**config.mk**
```make
export PLATFORM = sky130hd
export DESIGN_NAME = ysyx_22040237_wb_ctrl
export DESIGN_NICKNAME = d
export VERILOG_FILES = /design/src/rtl/ysyx_22040237_wb_pkg.sv /design/src/rtl/ysyx_22040237_wb_fifo.sv /design/src/rtl/ysyx_22040237_wb_ctrl.sv
export SDC_FILE = /design/constraint.sdc
export NUM_CORES = 1
export LEC_CHECK = 0
export CORE_MARGIN = 4
export CORE_UTILIZATION = 54
export DETAILED_ROUTE_END_ITERATION = 6
export PLACE_DENSITY = 0.85
export SETUP_SLACK_MARGIN = 0.05
export SLEW_MARGIN = 20
export SYNTH_ARGS = -nofsm -noshare
export SYNTH_HDL_FRONTEND = slang
export SYNTH_SLANG_ARGS = --single-unit
```
**constraint.sdc**
```tcl
create_clock -name clk -period 8.9 [get_ports clk]
set_input_delay 1.78 -clock clk [delete_from_list [all_inputs] [get_ports clk]]
set_output_delay 1.78 -clock clk [all_outputs]
set_load 0.02 [all_outputs]
```
**src/rtl/ysyx_22040237_wb_pkg.sv**
```systemverilog
// Shared constants for the write-back controller and the register file.
package ysyx_22040237_wb_pkg;

   localparam int unsigned XLEN   = 64;
   localparam int unsigned REG_AW = 5;
   localparam int unsigned NREGS  = 32;

   localparam logic [REG_AW-1:0] REG_X0  = '0;
   localparam logic [XLEN-1:0]   RF_INIT = '0;

endpackage

```
**src/rtl/ysyx_22040237_wb_fifo.sv**
```systemverilog
// Synchronous FIFO holding load returns until the write port is free.
// Push and pop in the same cycle are both honoured, including when full.
module ysyx_22040237_wb_fifo #(
   parameter int unsigned WIDTH = 8,
   parameter int unsigned DEPTH = 2,
   localparam int unsigned PW   = $clog2(DEPTH),
   localparam int unsigned CW   = $clog2(DEPTH) + 1
) (
   input  logic             clk,
   input  logic             rst,
   input  logic             push,
   input  logic             pop,
   input  logic [WIDTH-1:0] din,
   output logic [WIDTH-1:0] dout,
   output logic             full,
   output logic             empty,
   output logic [CW-1:0]    count
);

   logic [WIDTH-1:0] mem_q [DEPTH];
   logic [WIDTH-1:0] mem_d [DEPTH];
   logic [PW-1:0]    rptr_q, rptr_d;
   logic [PW-1:0]    wptr_q, wptr_d;
   logic [CW-1:0]    count_q, count_d;
   logic             do_push, do_pop;

   // Pointers wrap naturally because DEPTH is a power of two.
   always_comb begin
      mem_d   = mem_q;
      rptr_d  = rptr_q;
      wptr_d  = wptr_q;
      do_pop  = pop && (count_q != '0);
      do_push = push && ((count_q != CW'(DEPTH)) || do_pop);
      if (do_push) begin
         mem_d[wptr_q] = din;
         wptr_d        = wptr_q + PW'(1);
      end
      if (do_pop) begin
         rptr_d = rptr_q + PW'(1);
      end
      count_d = count_q + CW'(do_push) - CW'(do_pop);
   end

   always_ff @(posedge clk) begin
      if (rst) begin
         rptr_q  <= '0;
         wptr_q  <= '0;
         count_q <= '0;
      end else begin
         rptr_q  <= rptr_d;
         wptr_q  <= wptr_d;
         count_q <= count_d;
      end
   end

   always_ff @(posedge clk) begin
      mem_q <= mem_d;
   end

   assign dout  = mem_q[rptr_q];
   assign full  = (count_q == CW'(DEPTH));
   assign empty = (count_q == '0);
   assign count = count_q;

endmodule

```
**src/rtl/ysyx_22040237_wb_ctrl.sv**
```systemverilog
// Write-back controller: arbitrates ALU results and queued load returns onto
// the register-file write port, and tracks in-flight load destinations.
module ysyx_22040237_wb_ctrl
   import ysyx_22040237_wb_pkg::*;
#(
   parameter int unsigned XLEN     = ysyx_22040237_wb_pkg::XLEN,
   parameter int unsigned LQ_DEPTH = 2
) (
   input  logic              clk,
   input  logic              rst,
   input  logic              alu_valid,
   input  logic [REG_AW-1:0] alu_rd,
   input  logic [XLEN-1:0]   alu_data,
   input  logic              lsu_valid,
   output logic              lsu_ready,
   input  logic [REG_AW-1:0] lsu_rd,
   input  logic [XLEN-1:0]   lsu_data,
   input  logic              ld_issue,
   input  logic [REG_AW-1:0] ld_issue_rd,
   input  logic [REG_AW-1:0] chk_rs1,
   input  logic [REG_AW-1:0] chk_rs2,
   input  logic [REG_AW-1:0] chk_rd,
   output logic              hazard,
   output logic              reg_wr_en,
   output logic [REG_AW-1:0] wr_addr,
   output logic [XLEN-1:0]   wr_data,
   output logic              lq_empty
);

   localparam int unsigned CW = $clog2(LQ_DEPTH) + 1;
   localparam int unsigned EW = REG_AW + XLEN;

   logic [EW-1:0]     lq_head;
   logic [REG_AW-1:0] head_rd;
   logic [XLEN-1:0]   head_data;
   logic              lq_full, lq_nodata;
   logic [CW-1:0]     lq_count;
   logic              push, pop, alu_sel, set_busy, clr_busy;

   logic [NREGS-1:0]  busy_q, busy_d;
   logic              reg_wr_en_q, reg_wr_en_d;
   logic [REG_AW-1:0] wr_addr_q, wr_addr_d;
   logic [XLEN-1:0]   wr_data_q, wr_data_d;

   ysyx_22040237_wb_fifo #(
      .WIDTH (EW),
      .DEPTH (LQ_DEPTH)
   ) u_lq (
      .clk   (clk),
      .rst   (rst),
      .push  (push),
      .pop   (pop),
      .din   ({lsu_rd, lsu_data}),
      .dout  (lq_head),
      .full  (lq_full),
      .empty (lq_nodata),
      .count (lq_count)
   );

   assign {head_rd, head_data} = lq_head;

   // Ready depends only on the registered count, never on this cycle's pop.
   assign lsu_ready = !rst && !lq_full;
   assign push      = lsu_valid && lsu_ready;
   assign alu_sel   = alu_valid && (alu_rd != REG_X0);
   assign pop       = !alu_sel && !lq_nodata;
   assign set_busy  = ld_issue && (ld_issue_rd != REG_X0);
   assign clr_busy  = pop && (head_rd != REG_X0);

   // Write selection and scoreboard update; a coincident set wins over clear.
   always_comb begin
      reg_wr_en_d = 1'b0;
      wr_addr_d   = wr_addr_q;
      wr_data_d   = wr_data_q;
      busy_d      = busy_q;
      if (alu_sel) begin
         reg_wr_en_d = 1'b1;
         wr_addr_d   = alu_rd;
         wr_data_d   = alu_data;
      end else if (clr_busy) begin
         reg_wr_en_d = 1'b1;
         wr_addr_d   = head_rd;
         wr_data_d   = head_data;
      end
      if (clr_busy) begin
         busy_d[head_rd] = 1'b0;
      end
      if (set_busy) begin
         busy_d[ld_issue_rd] = 1'b1;
      end
      busy_d[REG_X0] = 1'b0;
   end

   always_ff @(posedge clk) begin
      if (rst) begin
         reg_wr_en_q <= 1'b0;
         wr_addr_q   <= REG_X0;
         wr_data_q   <= RF_INIT;
         busy_q      <= '0;
      end else begin
         reg_wr_en_q <= reg_wr_en_d;
         wr_addr_q   <= wr_addr_d;
         wr_data_q   <= wr_data_d;
         busy_q      <= busy_d;
      end
   end

   assign reg_wr_en = reg_wr_en_q;
   assign wr_addr   = wr_addr_q;
   assign wr_data   = wr_data_q;
   assign hazard    = busy_q[chk_rs1] | busy_q[chk_rs2] | busy_q[chk_rd];
   assign lq_empty  = rst || ((lq_count == '0) && (busy_q == '0));

   // Issue logic must never set and clear the same register in one cycle.
   a_no_set_clr: assert property (@(posedge clk) disable iff (rst)
      !(set_busy && clr_busy && (ld_issue_rd == head_rd)));

   // Every nonzero load return must target a register with a load in flight.
   a_ret_busy: assert property (@(posedge clk) disable iff (rst)
      !(push && (lsu_rd != REG_X0) && !busy_q[lsu_rd]));

endmodule

```
# Yosys cells after proc, flatten, opt, wreduce, memory -nomap -nowiden

Cells that the tools add are included.

Bitwise gates (word level): 7
Multiplexer cells: 24
Div/mod/pow operators: 0
Equality and inequality tests: 2
Order comparisons: 10
Reductions and logical operators: 25
Shift operators: 0
$mul: 0
$add $sub $neg: 4

Operators with widths:

| kind                                                                                 | count |
|---|---|
| 69-bit two-way mux                                                                   | 4 |
| 138-bit bitwise mux                                                                  | 1 |
| 64-bit two-way mux                                                                   | 2 |
| 69-bit demux with 1-bit select                                                       | 1 |
| 32-bit two-way mux                                                                   | 2 |
| 32-bit AND                                                                           | 1 |
| 32-bit zero test                                                                     | 1 |
| 32-bit inverter                                                                      | 1 |
| 32-bit OR                                                                            | 1 |
| 5-bit by 6-bit < comparator with 1-bit output (second input constant)                | 5 |
| 1-bit binary-select mux with 5-bit select                                            | 3 |
| 5-bit nonzero test                                                                   | 3 |
| 1-bit logical AND                                                                    | 12 |
| 1-bit demux with 5-bit select                                                        | 2 |
| 5-bit by 1-bit greater-or-equal comparator with 1-bit output (second input constant) | 2 |
| 5-bit two-way mux                                                                    | 2 |
| 1-bit two-way mux                                                                    | 7 |
| 2-bit greater-or-equal comparator (second input constant)                            | 2 |
| 1-bit zero test                                                                      | 4 |
| 1-bit inverter with 2-bit output                                                     | 2 |
| 2-bit nonzero test                                                                   | 2 |
| 1-bit adder (second input constant)                                                  | 2 |
| 2-bit by 1-bit adder with 2-bit output                                               | 1 |
| 2-bit equality test (second input constant)                                          | 1 |
| other kinds (6)                                                                      | 8 |

ROM bits: 0
Input bits: 163
Memories: 0
Logic and storage cells: 82
Flip-flop bits (word level): 244
RAM bits: 0
Output and inout bits: 73
Latch bits: 0

# Longest topological paths before layout

Gate-level depths: netlist of the first run.

Depth after elaboration: 13
Gate-level depth with buffers: 9
Depth with buffers taken out: 9

# Hierarchy

A second synthesis of the first run with hierarchy kept.

Cell total of the unflattened synthesis: 822
Area, all modules: 10784.1 sq um

By module, submodules not included:

| module                | sequential area each (sq um) | cells each | area each (sq um) | times used |
|---|---|---|---|---|
| ysyx_22040237_wb_fifo | 4224.1                       | 240        | 5495.3            | 1 |
| ysyx_22040237_wb_ctrl | 2021.9                       | 582        | 5288.8            | 1 |

# Least setup slack after synthesis of the first run

Ideal clock, no wire load.

Path kind: input-to-reg
Start: input port rst
End: register u_lq.mem_q[100] (netlist name) (enable)
Data arrival time: 5.681 ns
Path buffers: 1
Setup time: 0.505 ns
Stages on the path: 4
Required time: 8.395 ns
Slack: 2.714 ns
Cell sequence: clkbuf_1 a21oi_1 and2_1 nor2b_1

Cells in the longest elaborated chain, start to end: 4

RTL lines:

| element              | RTL line                    | source |
|---|---|---|
| from (decl)          | ysyx_22040237_wb_ctrl.sv:10 | `input logic rst,` |
| 1-bit zero test      | ysyx_22040237_wb_ctrl.sv:63 | `assign lsu_ready = !rst && !lq_full;` |
| 1-bit logical AND    | ysyx_22040237_wb_ctrl.sv:63 |  |
| net lsu_ready        | ysyx_22040237_wb_ctrl.sv:15 | `output logic lsu_ready,` |
| 1-bit logical AND    | ysyx_22040237_wb_ctrl.sv:64 | `assign push = lsu_valid && lsu_ready;` |
| 1-bit logical AND    | ysyx_22040237_wb_fifo.sv:33 | `do_push = push && ((count_q != CW'(DEPTH)) \|\| do_pop);` |
| to (signal assigned) | ysyx_22040237_wb_fifo.sv:57 | `mem_q <= mem_d;` |
| to (decl)            | ysyx_22040237_wb_fifo.sv:20 | `logic [WIDTH-1:0] mem_q [DEPTH];` |

The timed path passes the listed nets, and every way through them passes these cells.
A chain may end at the register's enable or synchronous reset.

# Worst setup path after layout of the first run

Start: input port chk_rs2[1]
End: output port hazard

Cells in the longest elaborated chain, start to end: 4

RTL lines:

| element                                   | RTL line                     | source |
|---|---|---|
| from (decl)                               | ysyx_22040237_wb_ctrl.sv:21  | `input logic [REG_AW-1:0] chk_rs2,` |
| 1-bit binary-select mux with 5-bit select | ysyx_22040237_wb_ctrl.sv:111 | `assign hazard = busy_q[chk_rs1] \| busy_q[chk_rs2] \| busy_q[chk_rd];` |
| 1-bit two-way mux (not written as such)   | ysyx_22040237_wb_ctrl.sv:111 |  |
| 1-bit OR (2 in a row)                     | ysyx_22040237_wb_ctrl.sv:111 |  |
| to (decl)                                 | ysyx_22040237_wb_ctrl.sv:23  | `output logic hazard,` |

No other way between the ends. The select of a mux whose other input is x is not followed.

==> results.ini, run 1 <==
[status]
status=finished clean

[sta]
setup_viol=0
final.min_clock_period_ns=6.21
setup-tns-final_ns=0
final_hold_viol_count=0
skew_ns=0.0160
worst_pin_slew_ns=1.02
rsz0062_at_grt=false
fmax_ghz=0.161
fin_crit_sh_pct=69.7
drv_slew=0
relSlewSlack_pct=32.0

[floorplan]
coreArea_mm2=0.0189
die_h_um=147
num_rows=50
initial_core_util_pct=55.4
die_w_um=147
die-area_mm2=0.0217
io_pins=236

[synth]
synthArstFlopShare_pct=0
synth_cell_types=49
synthFlopType=edfxtp_1
postSynthCellCount=907
seq_area_frac_synth_pct=59.7
ys_seq_elements=243
synth_nets=1071
synth-edff-count=138
ys_warn_count=0
avgSynthCellArea_um2=11.5
syn_area_mm2=0.0105

[global_routing]
antenna_found_initial=0
grt_remaining_overflow=0
grt_max_degree=78
grt_usage_pct=26.0
grt_pass1_vias=8499
grt_pass1_wl_um=45200

[cts]
clk_pin_slew_ns=0.05
tritoncts=done
cts_resized=0
htreeDepth=1
cts_setup_buffers=0
cts_buffers=26
cts_hold_buf=0
clock_path_buffers=3
cts_sinks=243
insertion_delay_ns=0.52
cts_root_buffer=clkbuf_16

[setup_path]
critPathMaxFanout=12
crit_path_end_kind=primary output
cp-start-kind=primary input
cp.required_ns=7.12
criticalPathCategory=primary input to primary output
cp_data_arrival_time_ns=4.43

[layout]
fin_area_mm2=0.0137
final_nets=1279
n_antenna_cell=0
n_fill_cell=1336
syn_to_final_growth_pct=31.4
drive_above_1_share_pct=7.40
final_cells=1395

[route]
first_pass_iters=5
drtAntennaViolNets=0
drc=0
vias=8101
post_drt_wl_per_cell_um=20.8
via_per_inst=5.81
wl_um=29000
initialDrtViolationCount=544

[place]
io_buffer_count=235
placed_area_mm2=0.0129
dp.cells=1347
place_hpwl_um=19100
gp_congestion=0.904

[power]
pwr-share-clk_pct=32.3
fin_total_pwr_w=0.00338
ir_worst_vdd_v=0.000168
swShare_pct=30.3
intPower_w=0.00235
comb_power_share_pct=26.2
p_switching_w=0.00102
pwr-share-seq_pct=41.5
p_leak_nw=4.58
p_per_area_mw_per_mm2=246

[worst_hold_path]
hp-class=register to register

[job]
drv_cap=0

==> power groups by stage <==
stage / logic (W) / registers [W] / clock network [W]
floorplan: 0.000488 / 0.00148 / 0
finish: 0.000886 / 0.00140 / 0.00109
global placement: 0.000867 / 0.00142 / 0
CTS: 0.000890 / 0.00140 / 0.00110
global route: 0.000955 / 0.00141 / 0.00115
detailed placement: 0.000882 / 0.00142 / 0
==> synthesized netlist by cell type (6+ instances only) <==
master	number	area share (%)
nor2_1	19	0.68
inv_1	6	0.22
nand2_1	186	6.7
dfxtp_1	105	20
clkbuf_1	16	0.57
buf_2	24	1.1
mux2i_1	78	7.5
edfxtp_1	138	40
buf_4	16	1.1
nor4_1	7	0.42
o211ai_1	69	5.0
a21oi_1	101	4.8
mux4_2	13	2.8
mux2_2	13	1.4
o21ai_0	9	0.43
nor3_1	7	0.33
o31ai_1	24	1.7
nor2b_1	13	0.78
==> path summary, 6_finish.rpt <==
check / start / end / slack (ns) / depth (start not counted)
max: chk_rs2[1] / hazard / 2.69 / 7
min: wr_data[62] / wr_data[62] / 0.45 / 2
max reg2reg: u_lq.rptr_q / wr_data[23] / 5.45 / 7
min reg2reg: wr_data[62] / wr_data[62] / 0.45 / 2
==> registers in the layout (all words and copies together) (netlist names) <==
signal	flops
u_lq.count	2
busy_q	31
wr_addr	5
reg_wr_en	1
wr_data	64
u_lq.rptr_q	1
u_lq.mem_q	138
u_lq.wptr_q	1
==> per-layer routing <==
metal	vias to the layer above	routed length, um	global-route usage [%]
li1	3808	-	-
met1	3862	11600	33.9
met2	372	13700	42.5
met3	59	2780	7.31
met4	0	879	8.25
met5	-	0	0
==> area by class of cell <==
class / instances / area (um2) / area share, %
tap: 260 / 325 / 2.37
timing repair buffer: 242 / 2400 / 17.5
sequential: 243 / 6250 / 45.5
clock buffer: 32 / 693 / 5.04
clock inverter: 16 / 180 / 1.31
multi-input combinational: 596 / 3870 / 28.2
inverter: 6 / 22.5 / 0.164
==> cells in the final DEF (no fill, tap or decap), types with 4 or more instances in the layout <==
cell and instances:
dfxtp_1 104, mux2i_1 78, buf_4 8, nor2b_1 12, o21ai_0 9, clkinv_2 6
a21oi_1 101, o31ai_1 24, clkbuf_16 26, nand3_1 4, nand2b_1 5, nor2_1 19
o211ai_1 69, clkdlybuf4s50_1 234, a2111oi_0 4, edfxtp_1 138, inv_1 6, clkbuf_1 4
mux4_2 13, nand2_1 186, mux2_2 13, nor4_1 7, nor3_1 7
==> per-stage QoR <==
stage               util, %  hold WS, ns  worst slack, ns
finish                 72.7        0.448             2.69
global route           72.7        0.464             2.58
CTS                    72.7        0.451             2.70
detailed placement     68.1        0.445             2.70
global placement       68.1        0.437             2.66
floorplan                 -        0.476             2.71
==> worst max-delay path, stage by stage <==
cell             delay, ns
clkdlybuf4s50_1       0.83
mux2_2                0.39
a221oi_1              0.27
a2111oi_0             0.13
a311oi_1              0.32
nand4_1               0.13
clkdlybuf4s50_1       0.56
==> cells by family after synthesis <==
| group | count (synthesis) | synth area share (%) |
|---|---|---|
| AOI/OAI and AO/OA | 229 | 14.1 |
| xor gates and xnor gates | 4 | 0.335 |
| adders and majority gates | 1 | 0.120 |
| buffers and inverters | 68 | 3.52 |
| DFF | 243 | 59.7 |
| muxes | 104 | 11.7 |
| and+or+nand+nor | 258 | 10.6 |
No activity file was read; power rests on OpenSTA's default activity.
==> run 2, diff against run 1 <==
--- a/config.mk
+++ b/config.mk
@@ -6,9 +6,9 @@
 export NUM_CORES = 1
 export LEC_CHECK = 0
 export CORE_MARGIN = 4
-export CORE_UTILIZATION = 54
+export CORE_UTILIZATION = 46
 export DETAILED_ROUTE_END_ITERATION = 6
-export PLACE_DENSITY = 0.85
+export PLACE_DENSITY = 0.77
 export SETUP_SLACK_MARGIN = 0.05
 export SLEW_MARGIN = 20
 export SYNTH_ARGS = -nofsm -noshare
==> constraint.sdc (replaced) <==
create_clock -name clk -period 5 [get_ports clk]
set_input_delay 1 -clock clk [delete_from_list [all_inputs] [get_ports clk]]
set_output_delay 1 -clock clk [all_outputs]
set_load 0.02 [all_outputs]
==> results.ini, run 2 (same netlist as run 1, synthesis figures left out) <==
[floorplan]
io_pins=236
num_rows=54
die_w_um=159
initial_core_util_pct=47.4
coreArea_mm2=0.0221
die_h_um=159
die-area_mm2=0.0252

[status]
status=finished clean

[setup_path]
criticalPathCategory=primary input to primary output
reg2reg_from=u_lq.rptr_q
critPathMaxFanout=12
cp.required_ns=4.00
cp_data_arrival_time_ns=3.56
startpoint=chk_rs2[1]
cp-start-kind=primary input
crit_path_end_kind=primary output

[sta]
worst_pin_slew_ns=1.03
setup_viol=0
skew_ns=0.0218
relSlewSlack_pct=31.5
drv_slew=0
final_hold_viol_count=0
fin_crit_sh_pct=91.3
setup-tns-final_ns=0
final.min_clock_period_ns=4.56
fmax_ghz=0.219
rsz0062_at_grt=false

[place]
place_hpwl_um=20400
dp.cells=1371
gp_congestion=0.940
io_buffer_count=235

[layout]
multi_input_area_mm2=0.00387
largest_reg_flops=138
n_fill_cell=1761
drive_above_1_share_pct=7.56
final_cells=1418
final_nets=1282
syn_to_final_growth_pct=31.2
final_common_cell=clkdlybuf4s50_1
final_cell_mix=clkdlybuf4s50_1, nand2_1, edfxtp_1
ff_latch_area_mm2=0.00625
top_register=u_lq.mem_q

[power]
p_leak_nw=4.56
p_per_area_mw_per_mm2=425
ir_worst_vdd_v=0.000337

[worst_hold_path]
hold_start=wr_data[15]
hp-class=register to register

[route]
via_per_inst=5.69
vias=8062
first_pass_iters=5
drc=0
post_drt_wl_per_cell_um=21.0
wl_um=29800
initialDrtViolationCount=545
drtAntennaViolNets=0

[cts]
cts_resized=0
cts_root_buffer=clkbuf_16
cts_setup_buffers=0
clk_pin_slew_ns=0.06
htreeDepth=1
cts_hold_buf=0
cts_sinks=243
cts_buffers=25
insertion_delay_ns=0.52
clock_path_buffers=3
tritoncts=done

[global_routing]
grt_max_degree=70
grt_remaining_overflow=0
grt_pass1_wl_um=46000
antenna_found_initial=3
grt_usage_pct=22.6
grt_pass1_vias=8166

[job]
drv_cap=0

## run 2: cell count changes in the layout (fill, tap and decap cells not counted), sizes merged
cell      delta
buf          +4
bufinv       -3
clkinv       -3
clkinvlp     +3
clkbuf       +1
diode        +1
## run 2: metal layers
layer	share of wire, %	up-vias	GRT usage, %
li1	-	3808	-
met1	40	3845	27.9
met2	48	353	37.8
met3	9.8	52	7.41
met4	2.6	4	7.02
met5	0.074	-	0
## run 2: where the power goes
group	total, W	switching (W)	internal, W
combinational	0.00160	0.000893	0.000704
sequential	0.00249	0.000137	0.00235
clock	0.00176	0.000766	0.000991
## run 2: critical path: stages
cell and delay [ns]:
clkdlybuf4s50_1 0.85, mux4_2 0.58, nor2_1 0.10, nor4b_1 0.08
a311oi_1 0.26, nand4_1 0.12, clkdlybuf4s50_1 0.56
## run 2: worst paths after layout
path,slack (ns),to,depth (start not counted)
setup / recovery,0.44,hazard,7
hold / removal,0.45,wr_data[15],2
setup reg to reg,2.22,wr_data[12],6
hold reg to reg,0.45,wr_data[15],2
## run 2: cell type report
| type | count | area share [%] |
|---|---|---|
| antenna | 1 | 0.0182 |
| clock buffer | 33 | 5.10 |
| clock inverter | 13 | 0.565 |
| inverter | 6 | 0.164 |
| multi-input combinational | 596 | 28.2 |
| sequential | 243 | 45.5 |
| tap | 280 | 2.55 |
| timing repair buffer | 246 | 17.9 |
## run 2: stage by stage
step / hold WS [ns] / power, W / area [um2] / setup WS [ns] / utilization (%)
floorplan: 0.476 / 0.00351 / 10500 / 0.907 / -
global placement: 0.437 / 0.00410 / 13000 / 0.480 / 58.6
detailed placement: 0.443 / 0.00413 / 13000 / 0.460 / 58.6
CTS: 0.452 / 0.00590 / 13700 / 0.459 / 62.1
global route: 0.467 / 0.00611 / 13700 / 0.307 / 62.2
finish: 0.449 / 0.00584 / 13700 / 0.437 / 62.2
==> run 3, diff against run 2 <==
--- a/config.mk
+++ b/config.mk
@@ -10,6 +10,7 @@
 export DETAILED_ROUTE_END_ITERATION = 6
 export PLACE_DENSITY = 0.77
 export SETUP_SLACK_MARGIN = 0.05
+export SKIP_LAST_GASP = 1
 export SLEW_MARGIN = 20
 export SYNTH_ARGS = -nofsm -noshare
 export SYNTH_HDL_FRONTEND = slang
==> results of run 3 <==
No change in the layout: final DEF, timing and power equal those of run 2.
